===== config.mk =====
export PLATFORM = sky130hd
export DESIGN_NAME = mem_access_stage
export DESIGN_NICKNAME = d
export VERILOG_FILES = /design/src/rtl/mem_access_stage.sv
export SDC_FILE = /design/constraint.sdc
export NUM_CORES = 1
export LEC_CHECK = 0
export CAP_MARGIN = 20
export CORE_MARGIN = 5
export CORE_UTILIZATION = 34
export DETAILED_ROUTE_END_ITERATION = 16
export MAX_ROUTING_LAYER = met4
export PLACE_DENSITY = 0.76
export SETUP_SLACK_MARGIN = 0.05
export SYNTH_ARGS = -nofsm -noshare
export SYNTH_HDL_FRONTEND = slang
export SYNTH_SLANG_ARGS = --single-unit
export TNS_END_PERCENT = 10

===== constraint.sdc =====
create_clock -name clk -period 3.1 [get_ports clk]
set_clock_uncertainty 0.05 [all_clocks]
set_input_delay 0.93 -clock clk [delete_from_list [all_inputs] [get_ports clk]]
set_output_delay 0.93 -clock clk [all_outputs]
set_load 0.03 [all_outputs]

===== src/rtl/mem_access_stage.sv =====
`timescale 1ns/1ps
// RV32I memory stage: load/store over a req/gnt/rvalid bus with byte-lane
// alignment, load extension, stall generation and a registered writeback word.
module mem_access_stage #(
  parameter int REG_WIDTH = 32,
  parameter int REG_COUNT = 32,
  parameter int REG_BITS  = $clog2(REG_COUNT),
  parameter int CTRL_W    = 14,
  parameter int TIMEOUT   = 16
) (
  input  logic                                  clk,
  input  logic                                  rst,
  input  logic [REG_BITS+CTRL_W+3*REG_WIDTH:0]  exc_mem_reg,
  input  logic                                  in_valid,
  output logic                                  stall,
  output logic                                  dmem_req,
  output logic                                  dmem_we,
  output logic [31:0]                           dmem_addr,
  output logic [3:0]                            dmem_be,
  output logic [31:0]                           dmem_wdata,
  input  logic                                  dmem_gnt,
  input  logic                                  dmem_rvalid,
  input  logic [31:0]                           dmem_rdata,
  output logic [REG_BITS+REG_WIDTH:0]           mem_wb_reg,
  output logic                                  wb_valid,
  output logic                                  misalign,
  output logic                                  bus_err
);

  localparam int EX_W = REG_BITS + 1 + CTRL_W + 3*REG_WIDTH;

  typedef enum logic {IDLE, WAIT} state_t;

  function automatic logic [31:0] load_extend(input logic [31:0] rdata,
                                              input logic [1:0]  off,
                                              input logic [2:0]  f3);
    logic [31:0] lane;
    lane = rdata >> {off, 3'b000};
    case (f3)
      3'b000:  return {{24{lane[7]}},  lane[7:0]};
      3'b001:  return {{16{lane[15]}}, lane[15:0]};
      3'b100:  return {24'h0, lane[7:0]};
      3'b101:  return {16'h0, lane[15:0]};
      default: return lane;
    endcase
  endfunction

  function automatic logic [3:0] store_be(input logic [1:0] size, input logic [1:0] off);
    case (size)
      2'b00:   return 4'b0001 << off;
      2'b01:   return 4'b0011 << off;
      default: return 4'b1111;
    endcase
  endfunction

  function automatic logic [31:0] store_wdata(input logic [1:0] size, input logic [31:0] rs2);
    case (size)
      2'b00:   return {4{rs2[7:0]}};
      2'b01:   return {2{rs2[15:0]}};
      default: return rs2;
    endcase
  endfunction

  logic [REG_BITS-1:0]  rd;
  logic                 write_en;
  logic [CTRL_W-1:0]    ctrl;
  logic [REG_WIDTH-1:0] alu_out, rs2_data, return_pc;
  logic                 mem_read, mem_write, memop, fault, bad_f3, bad_align;
  logic [2:0]           funct3;
  logic [1:0]           wb_sel, off;
  logic                 unused_ctrl;

  assign rd        = exc_mem_reg[EX_W-1 -: REG_BITS];
  assign write_en  = exc_mem_reg[3*REG_WIDTH+CTRL_W];
  assign ctrl      = exc_mem_reg[3*REG_WIDTH +: CTRL_W];
  assign alu_out   = exc_mem_reg[3*REG_WIDTH-1 -: REG_WIDTH];
  assign rs2_data  = exc_mem_reg[2*REG_WIDTH-1 -: REG_WIDTH];
  assign return_pc = exc_mem_reg[REG_WIDTH-1:0];

  assign mem_read    = ctrl[13];
  assign mem_write   = ctrl[12];
  assign funct3      = ctrl[11:9];
  assign wb_sel      = ctrl[8:7];
  assign unused_ctrl = ^ctrl[6:0];
  assign off         = alu_out[1:0];
  assign memop       = mem_read | mem_write;

  // Illegal widths and both-direction ops are folded into the alignment fault.
  assign bad_f3    = mem_read ? (funct3 == 3'b011 || funct3 == 3'b110 || funct3 == 3'b111)
                              : (funct3 > 3'b010);
  assign bad_align = (funct3[1:0] == 2'b01 && off[0]) || (funct3[1:0] == 2'b10 && off != 2'b00);
  assign fault     = memop & ((mem_read & mem_write) | bad_f3 | bad_align);

  state_t     state, state_nxt;
  logic [4:0] cnt, cnt_nxt;
  logic       done_p0, timeout_p0, we_eff_p0;
  logic [31:0] wb_data_p0;

  always_comb begin
    state_nxt  = state;
    cnt_nxt    = cnt;
    done_p0    = 1'b0;
    timeout_p0 = 1'b0;
    case (state)
      IDLE: begin
        if (in_valid) begin
          if (!memop || fault) begin
            done_p0 = 1'b1;
          end else if (dmem_gnt) begin
            if (mem_write) begin
              done_p0 = 1'b1;
            end else begin
              state_nxt = WAIT;
              cnt_nxt   = 5'd0;
            end
          end
        end
      end
      WAIT: begin
        if (dmem_rvalid) begin
          done_p0   = 1'b1;
          state_nxt = IDLE;
        end else if (cnt == 5'(TIMEOUT-1)) begin
          done_p0    = 1'b1;
          timeout_p0 = 1'b1;
          state_nxt  = IDLE;
        end else begin
          cnt_nxt = cnt + 5'd1;
        end
      end
      default: state_nxt = IDLE;
    endcase
  end

  assign stall      = in_valid & memop & ~fault & ~done_p0;
  assign dmem_req   = ~rst & (state == IDLE) & in_valid & memop & ~fault;
  assign dmem_we    = dmem_req & mem_write;
  assign dmem_addr  = {alu_out[31:2], 2'b00};
  assign dmem_be    = mem_write ? store_be(funct3[1:0], off) : 4'b1111;
  assign dmem_wdata = store_wdata(funct3[1:0], rs2_data);

  assign we_eff_p0  = write_en & ~fault & ~timeout_p0;
  assign wb_data_p0 = (wb_sel == 2'b01) ? load_extend(dmem_rdata, off, funct3) :
                      (wb_sel == 2'b10) ? return_pc : alu_out;

  // Stage boundary: memory -> writeback register
  always_ff @(posedge clk or posedge rst) begin
    if (rst) begin
      state      <= IDLE;
      cnt        <= 5'd0;
      mem_wb_reg <= '0;
      wb_valid   <= 1'b0;
      misalign   <= 1'b0;
      bus_err    <= 1'b0;
    end else begin
      state    <= state_nxt;
      cnt      <= cnt_nxt;
      wb_valid <= done_p0;
      misalign <= done_p0 & fault;
      bus_err  <= timeout_p0;
      if (done_p0) mem_wb_reg <= {rd, we_eff_p0, wb_data_p0};
    end
  end

endmodule


# Word-level counts from Yosys, hierarchy flattened
# Cells that the tools add are included.
# totals
register_bits	47
input_bits	153
output_inout_bits	112
wordCells	90
# op_classes
add_sub_neg	1
order_cmp	1
eq_ne	17
shifts	3
mux	30
bitwise_logic	21
n_reduce_logical	11
# ops
cell	n
32-bit one-hot mux with 4 select lines	1
32-bit two-way mux	2
32-bit one-hot mux with 2 select lines	1
32-bit by 5-bit >> shifter with 32-bit output	1
5-bit two-way mux	6
1-bit two-way mux	15
1-bit AND	13
3-bit == test (second input constant)	4
2-bit != test (second input constant)	6
5-bit one-hot mux with 2 select lines	1
4-bit one-hot mux with 2 select lines	1
6-bit AND reduction	1
5-bit by 1-bit adder with 5-bit output (second input constant)	1
5-bit by 4-bit == test with 1-bit output (second input constant)	1
1-bit inverter	5
2-bit by 1-bit == test with 1-bit output (second input constant)	2
2-bit == test (second input constant)	2
1-bit logical OR	4
4-bit two-way mux	1
1-bit one-hot mux with 2 select lines	2
1-bit by 2-bit << shifter with 4-bit output (first input constant)	1
2-bit by 2-bit << shifter with 4-bit output (first input constant)	1
3-bit by 1-bit == test with 1-bit output (second input constant)	1
3-bit by 2-bit == test with 1-bit output (second input constant)	1
other kinds (7)	10

# Depth between registers and ports, before layout
# logic_depth
word_depth	13
depth_mapped	9
depth_no_buf	8

# Worst setup path after synthesis
# OpenSTA, ideal clock, no wires.
# synth_timing
kind	input port to output port
startpoint	in exc_mem_reg[105]
endpoint	out stall
t_arrival_ns	3.200
required_time_ns	2.120
path_slack_ns	-1.080
stages	5
path_buffers	1
path_cell_list	buf_2 nor4_1 a21oi_1 nand2b_1 a2111oi_0
# synth_between
elab_chain_cells	13
word_cells_on_any_way	23
classes_between	order compare (1); eq/ne (5); mux (4); bitwise (7); reduce/logical (6)
# synth_lines
item	line	source
start: declaration	13	input logic [REG_BITS+CTRL_W+3*REG_WIDTH:0] exc_mem_reg,
parallel branches: the longest is 5 deep, another holds 3-bit by 2-bit > comparator with 1-bit output	--	
1-bit OR *	92	assign fault = memop & ((mem_read & mem_write) | bad_f3 | bad_align);
1-bit AND *	92	
1-bit logical OR	107	if (!memop || fault) begin
1-bit two-way mux	107	
1-bit two-way mux	106	if (in_valid) begin
1-bit one-hot mux with 2 select lines	104	case (state)
1-bit inverter	135	assign stall = in_valid & memop & ~fault & ~done_p0;
1-bit AND *	135	
end: declaration	15	output logic stall,
# Every way passes the cells marked *.

# Worst setup path after layout
# layout_timing
startpoint	in exc_mem_reg[106]
endpoint	out dmem_req
# layout_between
elab_chain_cells	9
word_cells_on_any_way	17
classes_between	order compare (1); eq/ne (5); mux (1); bitwise (5); reduce/logical (5)
# layout_lines
item	line	source
parallel branches: the longest is 5 deep, another holds 3-bit by 2-bit > comparator with 1-bit output	--	
1-bit OR *	92	
1-bit AND *	92	
1-bit inverter *	136	assign dmem_req = ~rst & (state == IDLE) & in_valid & memop & ~fault;
1-bit AND *	136	
end: declaration	16	output logic dmem_req,
# Marks and branches as above.

==> summary by stage <==
Detailed routing
In this run, the number of DRC markers left after iteration 0 of detailed routing was 243. The detailed-router iteration count before antenna repair is 4. In this run the remaining antenna-violating nets after routing total 0.

For this block, the routed nets add up to 15.8 mm of wire. After detailed routing, the number of vias per cell comes to 5.27. The residual DRC count is 0. The routed layout has 4541 vias. The wire length per cell after detailed routing is 18.3 µm.

Worst hold path
The worst hold path belongs to the class reg2reg. The hold-critical path endpoint is mem_wb_reg[37]$_DFFE_PP0P_. The cell depth of the worst min-delay path is 2. The worst min-delay path startpoint is mem_wb_reg[37]$_DFFE_PP0P_.

Critical path
The highest net fanout along the worst path is 3. The delay of the slowest cell on the worst path is 0.37 ns. The setup check on the worst reg-to-reg path leaves a slack of 0.88 ns. In this run the critical register-to-register path is launched from cnt[1]$_DFFE_PP0P_.

Walking the worst path, the cells encountered are clkdlybuf4s15_2 -> buf_6 -> a21oi_4 -> a21oi_2 -> or3_4 -> a211oi_4 -> buf_12. In this run the number of cells on the critical path is 7. The class of the most critical setup path is in2out.

Measured in cells, the most critical reg-to-reg path has a length of 10. The kind of cell with the highest combined delay along the critical path is buffers and inverters. The launching element type of the critical path is an input pin.

In this run the critical register-to-register path is captured at mem_wb_reg[9]$_DFFE_PP0P_. The worst setup path is captured at an output pin. At the worst endpoint, the arrival time is 2.23 ns.

At the worst endpoint, the required time is 2.12 ns. The critical path contains buffers and inverters numbering 3 combined. The slowest stage of the critical path belongs to the cell or3_4.

Cells and area
The finished layout holds 862 standard cells, fillers aside. The repair_antennas step left the layout with diodes totalling 0. Relative to the synthesized area, the layout overhead comes to 69.4%. The net count of the finished layout is 869. The number of inserted filler cells in the final layout is 1062.

The ratio of cells with drive above 1 in the final layout is 26.0%. The flip-flop count of the largest register, all copies and words added is 38.

Floorplanning
The area of the core is 0.0119 mm². Measured along the x axis, the die boundary spans 119 µm. During I/O placement, the number of pins put on the boundary was 265. The chip height is 119 µm.

The number of core rows is 40. The initial core utilization is 34.4%. The die covers 0.0143 mm².

Logic synthesis
The share of synthesized area in the top cell type comes to 28.9%. Of the post-synthesis cell area, the part taken by muxes is 16.3%. The sequential-to-total area share from yosys stat is 28.9%. The biggest area consumer among synthesized cells is dfrtp_1.

The number of flops mapped to enable cells by yosys is 0. In this run the cell area of the synthesized design comes to 0.00408 mm². After synthesis, the cell types taking the most area are dfrtp_1, mux2i_1, buf_4. Synthesis inferred 47 register bits. The fraction of the mapped netlist area in adder cells is 0.614%. The fraction of the mapped netlist area in compound gates is 24.0%. Summing the areas of all and, or, nand and nor instances in the mapped netlist gives 16.6% of the synthesized area. The number of different library cells used by synthesis comes to 52. The xor and xnor area share after synthesis is 0.645%. For this run, asynchronously set or reset flops after synthesis account for 100%. The post-synthesis average cell area is 8.45 µm². The post-synthesis instance total is 482. The most common cell in the synthesized netlist is nand2_1. The dominant combinational cell family by area after synthesis is compound AO/OA/AOI/OAI gates. The most used flip-flop cell after synthesis is dfrtp_1. Yosys printed 0 warnings. After synthesis, the most frequently instantiated cells are nand2_1, dfrtp_1, buf_4, mux2i_1, nor2_1.

Global routing
The first global-routing pass estimated 24.3 mm of wire. The largest net degree at the start of global routing is 45. The number of global-route vias before repair is 4788. The number of antenna violations at the first check in global routing is 0. The sum of overflow across all layers after global routing is 0.

The overall global routing resource usage is 21.5%.

Power and ir drop
Net switching is 37.2% of the power. The worst IR drop on VDD is 0.000201 V. Power spread over the standard cell area amounts to 399 mW/mm². The final total power is 2750 µW.

The clock network fraction of total power is 22.9%. The power share of the sequential group is 28.5%. The power dissipated by switching net loads is 1020 µW. The leakage power total is 0.00297 µW. Combinational cells account for 48.7% of the total power. The internal cell power is 1730 µW.

Job
The max-cap check violation count is 0.

Clock tree
The clock insertion delay at the later pin of the skew report is 0.28 ns. Clock-pin slew was measured on the worst setup and hold paths at 0.07 ns. The CTS tree is yes. Counting the buffers created by CTS gives 5. The root buffer cell is clkbuf_16. For this design, the CTS-stage hold fixing added 0 buffers. Counting along the longest clock path gives a buffer depth of 2. Clock tree synthesis found a total of 47 sinks.

The deepest level of the CTS H-tree is 2.

Timing
The period utilization is 104%. The minimum hold slack is 0.431 ns. The count of endpoints failing setup in the final report is 3. The final max-slew violation count is 0. In the final timing run, aggregate negative setup slack is -0.265 ns. The count of endpoints failing hold in the final timing report is 0. In this run the tightest slew margin relative to its limit is 59.8%. For the pin with the worst max-slew slack, the measured transition is 0.602 ns. Setup repair after global routing could not meet its margin everywhere. For this run, the top clock speed supported by timing is 0.311 GHz. Across all setup checks in the final design, the least slack found is -0.112 ns. Subtracting the final worst setup slack from the clock period gives 3.21 ns.

Placed design
The quantity of I/O buffers inserted on ports is 255. At the end of routability-driven placement, the weighted congestion stood at 0.825. Detailed placement finished with a half-perimeter wire length of 12.8 mm. The worst-case setup slack after placement is -0.576 ns.

Including well taps, the total number of placed cells is 848.

Outcome
The final reports fail on setup timing. The flow ran to the end, but the final reports show violations.
==> routing by layer <==
metal  global-route usage (%)  vias to the layer above  routed length [µm]
li1                         -                     2174                   -
met2                     40.0                      201                8400
met4                     3.94                        0                 163
met3                     4.23                       19                1080
met1                     24.0                     2147                6130
met5                        -                        -                   0
==> power groups by stage <==
stage	Combinational [µW]	Sequential, µW	Clock, µW
floorplan	540	976	0
global placement	1310	788	0
detailed placement	1330	795	0
CTS	1340	784	643
global route	1430	797	667
finish	1340	784	630
==> layout make-up <==
| class | instances | area (µm²) | share of cell area [%] |
|---|---|---|---|
| multi-input combinational | 352 | 2510 | 36.4 |
| clock buffer | 5 | 125 | 1.81 |
| sequential | 47 | 1180 | 17.0 |
| inverter | 6 | 22.5 | 0.326 |
| tap | 147 | 184 | 2.66 |
| timing repair buffer | 302 | 2840 | 41.1 |
| clock inverter | 3 | 46.3 | 0.671 |
==> metrics by stage <==
stage	util [%]	area, µm²
final	58.2	6900
after floorplan	-	4130
after global placement	55.8	6620
after detailed placement	55.8	6620
after CTS	57.9	6870
after global routing	58.2	6900
==> tightest hold or removal path: stages (launching register included) <==
cell     delay, ns
dfrtp_1       0.34
nand2_1       0.05
nand2_1       0.06
==> worst max-delay path by stage <==
| stage | startpoint | slack, ns | end |
|---|---|---|---|
| 2_1_floorplan | exc_mem_reg[105] | -0.07 | dmem_wdata[10] |
| 3_3_place_gp | exc_mem_reg[106] | -0.53 | dmem_wdata[12] |
| 3_5_place_dp | exc_mem_reg[106] | -0.58 | dmem_wdata[9] |
| 4_1_cts | exc_mem_reg[105] | -0.22 | dmem_req |
| 5_1_grt | cnt[1]$_DFFE_PP0P_ | -0.18 | stall |
| 6_report | exc_mem_reg[106] | -0.11 | dmem_req |
==> cells in the final DEF, fill, tap and decap left out, drive strengths merged, types with 8 or more instances in the layout <==
cell type	count
a211o	13
nor2	37
o221ai	13
o31ai	8
mux2	26
nand2	52
nor2b	21
mux2i	37
dfrtp	47
a211oi	9
o22ai	10
buf	114
clkdlybuf4s50	176
o21ai	40
a21oi	32
a221oi	8
==> cells by family after synthesis <==
| group | after synthesis |
|---|---|
| AO/OA/AOI/OAI | 143 |
| AND/OR/NAND/NOR | 139 |
| flip-flops | 47 |
| adder cells (fa/ha/maj) | 2 |
| XOR/XNOR | 3 |
| other | 1 |
| buffers and inverters | 84 |
| multiplexers | 63 |
==> what timing repair did <==
action / in CTS / in global routing
cloned: 0 / 0
buffers inserted: 5 / 1
gates resized for setup: 84 / 9
setup endpoints to repair: 31 / 11
pin swaps: 7 / 3
Power figures use the tool's default switching activity.
